===== config.mk =====
export PLATFORM = sky130hd
export DESIGN_NAME = pattern_det_param
export DESIGN_NICKNAME = d
export VERILOG_FILES = /design/src/rtl/pattern_det_param.sv
export SDC_FILE = /design/constraint.sdc
export NUM_CORES = 1
export LEC_CHECK = 0
export ABC_AREA = 1
export BUFFER_PORTS_ARGS = -buffer_cell sky130_fd_sc_hd__clkbuf_2
export CAP_MARGIN = 20
export CORE_UTILIZATION = 48
export CTS_CLUSTER_SIZE = 12
export DETAILED_ROUTE_END_ITERATION = 7
export MAX_ROUTING_LAYER = met4
export PLACE_DENSITY = 0.74
export SLEW_MARGIN = 30
export SYNTH_ARGS = -nofsm -noshare
export SYNTH_HDL_FRONTEND = slang
export SYNTH_SLANG_ARGS = --single-unit

===== constraint.sdc =====
create_clock -name clk -period 1.35 [get_ports clk]
set_input_delay 0.135 -clock clk [delete_from_list [all_inputs] [get_ports clk]]
set_output_delay 0.135 -clock clk [all_outputs]
set_load 0.1 [all_outputs]

===== src/rtl/pattern_det_param.sv =====
// pattern_det_param: serial pattern detector with a run-time loadable pattern,
// overlapping/non-overlapping detection, a saturating match counter, and a
// fill indicator showing how many valid history bits are held.
// Optional feature: define PAT_DET_MASK_EN to add a per-bit compare mask
// (port mask_i) captured on the pattern-load strobe.
module pattern_det_param #(
  parameter int unsigned      PAT_W   = 5,
  parameter int unsigned      CNT_W   = 8,
  parameter logic [PAT_W-1:0] PAT_RST = 5'b10110
) (
  input  logic                       clk,
  input  logic                       rst,
  input  logic                       d_i,
  input  logic                       valid_i,
  input  logic [PAT_W-1:0]           pat_i,
`ifdef PAT_DET_MASK_EN
  input  logic [PAT_W-1:0]           mask_i,
`endif
  input  logic                       pat_load_i,
  input  logic                       overlap_i,
  input  logic                       cnt_clr_i,
  output logic                       pattern_o,
  output logic [CNT_W-1:0]           match_cnt_o,
  output logic [$clog2(PAT_W+1)-1:0] fill_o
);

  localparam int unsigned       FILL_W    = $clog2(PAT_W + 1);
  localparam logic [FILL_W-1:0] FILL_FULL = FILL_W'(PAT_W);
  localparam logic [CNT_W-1:0]  CNT_MAX   = '1;

  // Detector occupancy: nothing held, partially filled, or a full window.
  typedef enum logic [1:0] {
    IDLE  = 2'd0,
    FILL  = 2'd1,
    ARMED = 2'd2
  } state_e;

  state_e            state_q, state_d;
  logic [PAT_W-1:0]  hist_q, hist_d;
  logic [PAT_W-1:0]  pat_q, pat_d;
  logic [PAT_W-1:0]  mask_q;
  logic [PAT_W-1:0]  hist_shift;
  logic [FILL_W-1:0] fill_q, fill_d, fill_adv;
  logic [CNT_W-1:0]  cnt_q, cnt_d;
  logic              pulse_q, pulse_d;
  logic              hit;

  // History after shifting in d_i; a one-bit window is simply the new bit.
  generate
    if (PAT_W == 1) begin : g_shift_one
      assign hist_shift = d_i;
    end else begin : g_shift_many
      assign hist_shift = {hist_q[PAT_W-2:0], d_i};
    end
  endgenerate

`ifdef PAT_DET_MASK_EN
  // Compare mask: captured from mask_i together with the pattern, all ones after reset.
  always_ff @(posedge clk) begin
    if (!rst) begin
      mask_q <= '1;
    end else if (pat_load_i) begin
      mask_q <= mask_i;
    end
  end
`else
  assign mask_q = '1;
`endif

  // Next-state logic: pattern load, history shift, match detection, counter.
  always_comb begin
    state_d  = state_q;
    hist_d   = hist_q;
    pat_d    = pat_q;
    fill_d   = fill_q;
    fill_adv = fill_q;
    cnt_d    = cnt_q;
    hit      = 1'b0;

    if (pat_load_i) begin
      // A load restarts detection; the bit on d_i is dropped even if valid.
      pat_d  = pat_i;
      hist_d = '0;
      fill_d = '0;
    end else if (valid_i) begin
      hist_d   = hist_shift;
      fill_adv = (state_q == ARMED) ? fill_q : fill_q + 1'b1;
      hit      = (fill_adv == FILL_FULL) && (((hist_shift ^ pat_q) & mask_q) == '0);
      // Non-overlapping mode forces a whole fresh window before the next match.
      fill_d   = (hit && !overlap_i) ? '0 : fill_adv;
    end

    if (fill_d == '0) begin
      state_d = IDLE;
    end else if (fill_d == FILL_FULL) begin
      state_d = ARMED;
    end else begin
      state_d = FILL;
    end

    // Clear wins over a same-edge increment; the count sticks at its maximum.
    if (cnt_clr_i) begin
      cnt_d = '0;
    end else if (hit && (cnt_q != CNT_MAX)) begin
      cnt_d = cnt_q + 1'b1;
    end

    pulse_d = hit;
  end

  // State registers; reset reloads the power-up pattern and empties the window.
  always_ff @(posedge clk) begin
    if (!rst) begin
      state_q <= IDLE;
      hist_q  <= '0;
      pat_q   <= PAT_RST;
      fill_q  <= '0;
      cnt_q   <= '0;
      pulse_q <= 1'b0;
    end else begin
      state_q <= state_d;
      hist_q  <= hist_d;
      pat_q   <= pat_d;
      fill_q  <= fill_d;
      cnt_q   <= cnt_d;
      pulse_q <= pulse_d;
    end
  end

  assign pattern_o   = pulse_q;
  assign match_cnt_o = cnt_q;
  assign fill_o      = fill_q;

endmodule


==> results of run 1 <==
-- layer usage --
metal	global-route usage	share of wire	up-vias	wire, um
met1	0.245	0.42	568	1210
met2	0.476	0.54	24	1580
met3	0.0609	0.030	4	88
li1	-	-	641	-
met5	-	0	-	0
met4	0.0702	0.012	0	34
-- critical path: stages, from the launching register on --
cell	delay, ns
dfxtp_4	0.37
ha_4	0.16
nand2_1	0.06
nand2_1	0.05
nand2_1	0.07
nand2_2	0.09
inv_2	0.07
nand2_2	0.06
nor2_2	0.13
nand2_2	0.10
clkinv_4	0.08
nand2_4	0.06
o21ai_2	0.12
a21oi_1	0.06
-- power breakdown --
group          switching (uW)  leakage, uW  internal [uW]
Combinational             141     0.000508           83.4
Clock                     210    0.0000177            111
Sequential               14.4     0.000195            689
-- cell usage after synthesis --
cell type	instances
nor3_1	2
clkinv_1	1
o21ai_0	8
nor3_2	1
nand3_2	2
xor2_1	2
ha_1	2
nand2_1	40
nor2_4	2
inv_2	5
a21oi_1	15
buf_2	2
nand3_1	12
nand2_2	8
nand4_1	2
and3_1	1
inv_1	21
xnor2_1	3
clkinv_2	1
o211ai_1	1
nor2_2	3
nor2_1	16
o21ai_1	4
dfxtp_1	23
-- stage by stage --
step | setup WS [ns] | TNS (ns)
6_report | -0.218 | -2.38
5_1_grt | -0.329 | -3.61
4_1_cts | -0.178 | -1.82
3_5_place_dp | -0.165 | -1.38
3_3_place_gp | -0.122 | -0.793
2_1_floorplan | -0.290 | -2.98
-- logic make-up after synthesis --
| group | Yosys count | synth area share |
|---|---|---|
| simple gates | 89 | 0.348 |
| buf+inv | 30 | 0.0963 |
| compound gates | 28 | 0.118 |
| flops | 23 | 0.381 |
| xor+xnor | 5 | 0.0362 |
| fa+ha+maj | 2 | 0.0207 |
-- flip-flops by register name, summed over array words and instances, names as in the netlist --
register	cells
state_q	2
pattern_o	1
fill_o	3
match_cnt_o	8
hist_q	4
pat_q	5
-- final cells by class --
type / instances / area share
repair buffers: 38 / 0.148
clock inverters: 1 / 0.00307
well taps: 28 / 0.0215
multi-input cells: 124 / 0.443
clock buffers: 3 / 0.0138
inverters: 28 / 0.0676
flip-flops and latches: 23 / 0.303
-- final timing paths --
check | to | slack, ns | depth (start not counted)
worst max-delay path | match_cnt_o[1] | -0.22 | 13
worst min-delay path | pat_q[4] | 0.03 | 3
worst max register to register | match_cnt_o[1] | -0.22 | 13
worst min register to register | pat_q[0] | 0.49 | 2
-- timing repair --
item                       CTS  global route
hold buffers                 0             0
hold endpoints to repair     0             0
gates resized for setup      8            14
gates cloned                 0             0
buffers inserted             3             2
setup endpoints to repair   12            13
pin swaps                    3            11
==> metrics.md, run 1 <==
| Metric | Value |
|---|---|
| Area of the multi-input gates | 722 um2 |
| Rel. slew slack | 0.641 |
| Leakage power | 0.000722 uW |
| Yosys top cell by area | dfxtp_1 |
| Worst slew pin tran | 0.541 ns |
| P&R area growth vs syn | 34.8% |
| Global-route wire length before repair | 4840 um |
| Power Total | 1250 uW |
| Vias per cell | 5.05 |
| Clock latency on the worst-skew pair | 0.31 ns |
| Slew Limit Fails | 0 |
| RSZ-0062 raised after global routing | yes |
| Initial antenna violation count | 0 |
| DRT antenna net count | 0 |
| TritonCTS buffer count | 3 |
| Layout cells sized above 1 | 0.442 |
| Worst Path Max Fanout | 4 |
| Max cap viols | 0 |
| FF+latch area | 493 um2 |
| CTS tree | built |
| Worst EP arrival | 1.78 ns |
| Buffers on Ports | 23 |
| Placement Cell Area | 1490 um2 |
| Finished Layout Cells | 245 |
| Mapped Area | 1210 um2 |
| Status | finished with violations |
| Overall Global Routing Usage | 0.248 |
| Antenna Cells | 0 |
| Die width | 52.2 um |
| Final wirelength | 2910 um |
| Req. time, crit path | 1.56 ns |
| Share of the synthesized area in the top cell type | 0.381 |
| Wire per inst | 11.9 um |
| Violated checks | setup timing |
| Yosys cell types | 24 |
| Post-Syn Area per Cell | 6.83 um2 |
| Flops & latches, synth | 23 |
| Clk root buf | clkbuf_4 |
| Critical path origin | fill_o[1] |
| Mapped Cells | 177 |
| Drt pass-1 iters | 4 |
| Grt total ovfl | 0 |
| Initial Utilization | 0.526 |
| Largest net degree at the start of global routing | 14 |
| FILL cells | 189 |
| Clock transition at the registers of the reported paths | 0.13 ns |
| Setup violators final | 13 |
| Max VDD drop | 958 uV |
| Final hold vios | 0 |
| Part of the Yosys area used for sequential elements | 0.381 |
| Number of global-route vias before repair | 1166 |
| Layout Utilization | 0.709 |
| Most common cell after layout, fill and taps aside | nand2_1 |
| Min-delay worst type | primary input to flip-flop |
| Inst Count DP | 237 |
| Fin nets | 232 |
| Num rows | 17 |
| Placer Congestion | 0.793 |
| Clock skew | 0.00133 ns |
| Die Footprint | 2720 um2 |
| Final critical-path share of the clock period | 1.16 |
| Yosys warnings | 0 |
| Depth of the CTS H-tree | 1 |
| Clock period minus final worst setup slack | 1.57 ns |
| Die Span Y | 52.2 um |
| CP Launch Type | flip-flop |
| Residual DRC | 0 |
| Cells taking the most area after synthesis | dfxtp_1, nand2_1, inv_1 |
| Hpwl dp | 2190 um |
| Worst r2r src | fill_o[1] |
| Syn_nets | 191 |
| Max Clock Freq | 638 MHz |
| Deepest clock path buffer count | 2 |
| Hold Startpoint | pat_i[4] |
| Final Cell Area | 1630 um2 |
| Core area | 2300 um2 |
| CP Capture Type | flip-flop |
| Detailed router's first-iteration violation count | 20 |
| Most frequent cells in the layout | nand2_1, inv_1, clkbuf_2, buf_4, a21oi_1 |
| Sink Count | 23 |
| Setup ws final | -0.218 ns |
| IO Count | 24 |
| WS Path Type | flip-flop to flip-flop |
| WHS | 0.0265 ns |
| Pwr Density | 767 nW/um2 |
| Via count | 1237 |
No activity file was read; power rests on OpenSTA's default activity.
==> inputs of run 2 (changes only) <==
--- a/config.mk
+++ b/config.mk
@@ -8,11 +8,11 @@
 export ABC_AREA = 1
 export BUFFER_PORTS_ARGS = -buffer_cell sky130_fd_sc_hd__clkbuf_2
 export CAP_MARGIN = 20
-export CORE_UTILIZATION = 48
+export CORE_UTILIZATION = 53
 export CTS_CLUSTER_SIZE = 12
 export DETAILED_ROUTE_END_ITERATION = 7
 export MAX_ROUTING_LAYER = met4
-export PLACE_DENSITY = 0.74
+export PLACE_DENSITY = 0.77
 export SLEW_MARGIN = 30
 export SYNTH_ARGS = -nofsm -noshare
 export SYNTH_HDL_FRONTEND = slang
==> constraint.sdc (replaced) <==
create_clock -name clk -period 1.61 [get_ports clk]
set_input_delay 0.161 -clock clk [delete_from_list [all_inputs] [get_ports clk]]
set_output_delay 0.161 -clock clk [all_outputs]
set_load 0.1 [all_outputs]
==> metrics.md, run 2 (synthesis gave the netlist of run 1 again) <==
| Metric | Value |
|---|---|
| Final setup TNS | 0 ns |
| Min-delay worst type | primary input to flip-flop |
| GRT met1 Usage | 0.259 |
| Die Footprint | 2480 um2 |
| Number of global-route vias before repair | 1034 |
| Detailed router's first-iteration violation count | 20 |
| Setup violators final | 0 |
| CTS Hold Bufs | 0 |
| Area of the multi-input gates | 679 um2 |
| Residual DRC | 0 |
| Rel. slew slack | 0.639 |
| Clk root buf | clkbuf_4 |
| Final hold vios | 0 |
| GR Layer Usage met2 | 0.365 |
| Worst EP arrival | 1.77 ns |
| Initial Utilization | 0.592 |
| Critical path origin | fill_o[1] |
| CTS tree | built |
| Most frequent cells in the layout | nand2_1, clkbuf_2, inv_1, nor2_1, a21oi_1 |
| FILL cells | 190 |
| Layout Utilization | 0.719 |
| Cell Chain, Critical Path | ha_4 -> inv_2 -> nand2_2 -> nand2_2 -> nand2_2 -> nor2_4 -> nand3_2 -> nand2_1 -> nand2_1 -> nand2_2 -> nand3_2 -> nand2_1 -> nor2_1 |
| Hpwl dp | 1940 um |
| Largest net degree at the start of global routing | 13 |
| FF+latch area | 492 um2 |
| Slowest cell on crit path | dfxtp_4 |
| DRT antenna net count | 0 |
| Sink Count | 23 |
| CP Launch Type | flip-flop |
| Overall Global Routing Usage | 0.220 |
| Depth of the CTS H-tree | 1 |
| Clock latency on the worst-skew pair | 0.31 ns |
| Antenna Cells | 0 |
| Clock period minus final worst setup slack | 1.54 ns |
| Worst Path Max Fanout | 4 |
| Pwr Density | 693 nW/um2 |
| IO Count | 24 |
| Deepest clock path buffer count | 2 |
| Hold Startpoint | pat_i[4] |
| WS Path Type | flip-flop to flip-flop |
| Finished Layout Cells | 231 |
| TritonCTS buffer count | 3 |
| Core area | 2040 um2 |
| Slew Limit Fails | 0 |
| Grt total ovfl | 0 |
| Max Clock Freq | 648 MHz |
| Final wirelength | 2500 um |
| Max FFs per register | 8 |
| Leakage power | 0.000651 uW |
| Gr busiest metal | met2 |
| Layout cells sized above 1 | 0.358 |
| Vias per cell | 4.95 |
| Most common cell after layout, fill and taps aside | nand2_1 |
| CP Capture Type | flip-flop |
| P&R area growth vs syn | 21.5% |
| Max cap viols | 0 |
| Max incr delay on CP | 0.38 ns |
| Buffers on Ports | 23 |
| Clock skew | 0.00324 ns |
| Power Total | 1020 uW |
| Placer Congestion | 0.874 |
| Status | finished clean |
| Initial antenna violation count | 0 |
| M3 GR Usage | 0.0432 |
| Worst r2r src | fill_o[1] |
| Die Span Y | 49.8 um |
| RSZ-0062 raised after global routing | yes |
| Clock transition at the registers of the reported paths | 0.12 ns |
| Fin nets | 219 |
| Placement Cell Area | 1400 um2 |
| Most used cell, CP | nand2_2 |
| Wire per inst | 10.8 um |
| Max VDD drop | 536 uV |
| Num rows | 16 |
| Global-route wire length before repair | 4080 um |
| Drt pass-1 iters | 4 |
| Worst slew pin tran | 0.544 ns |
| Die width | 49.8 um |
| Final critical-path share of the clock period | 0.958 |
| Inst Count DP | 225 |
| Final Cell Area | 1470 um2 |
| Via count | 1143 |
| Req. time, crit path | 1.83 ns |
## run 2: cell types whose count changed in the layout (fill, tap and decap cells not counted), moves of 2 or more
| cell | before | now |
|---|---|---|
| buf_4 | 18 | 2 |
| clkbuf_2 | 19 | 23 |
| nor2_1 | 12 | 15 |
| nand2_1 | 34 | 36 |
| nor2_2 | 6 | 4 |
| o21ai_1 | 1 | 3 |
| o21ai_2 | 3 | 1 |
## run 2: cell type report
type | instances | share of cell area
Tap cell | 27 | 0.0230
Sequential cell | 23 | 0.335
Timing Repair Buffer | 25 | 0.0886
Clock buffer | 4 | 0.0179
Inverter | 28 | 0.0733
Multi-Input combinational cell | 124 | 0.463
## run 2: power by group
part	internal, uW	switching, uW	total [uW]
sequential	578	12.6	590
clock	96.8	172	269
combinational	51.3	108	160
total	726	293	1020
## run 2: critical path, delay by kind of cell, from the launching register on
family	cells	cell delay, ns
simple gates	11	0.80
flops	1	0.38
fa+ha+maj	1	0.23
buf+inv	1	0.04
## run 2: stage by stage
| step | hold WS (ns) | setup slack, ns |
|---|---|---|
| floorplan | 0.245 | -0.0301 |
| CTS | 0.0466 | 0.0725 |
| global placement | 0.367 | 0.145 |
| detailed placement | 0.373 | 0.103 |
| finish | 0.0492 | 0.0673 |
| global route | 0.0648 | -0.0513 |
## run 2: repair_timing
action | in CTS | in global routing
endpoints found under the setup margin | 0 | 8
setup buffers | 0 | 2
resized for setup | 0 | 9
## run 2: final timing paths
| check | endpoint | slack [ns] | cells after the start |
|---|---|---|---|
| hold / removal | pat_q[4] | 0.05 | 3 |
| hold reg to reg | pat_q[0] | 0.49 | 2 |
| setup / recovery | state_q[0] | 0.07 | 13 |
| setup reg to reg | state_q[0] | 0.07 | 13 |
## run 2: per-layer routing
layer	vias up	share of wire
li1	610	-
met1	512	0.49
met2	17	0.48
met3	4	0.026
met4	0	0.012
met5	-	0
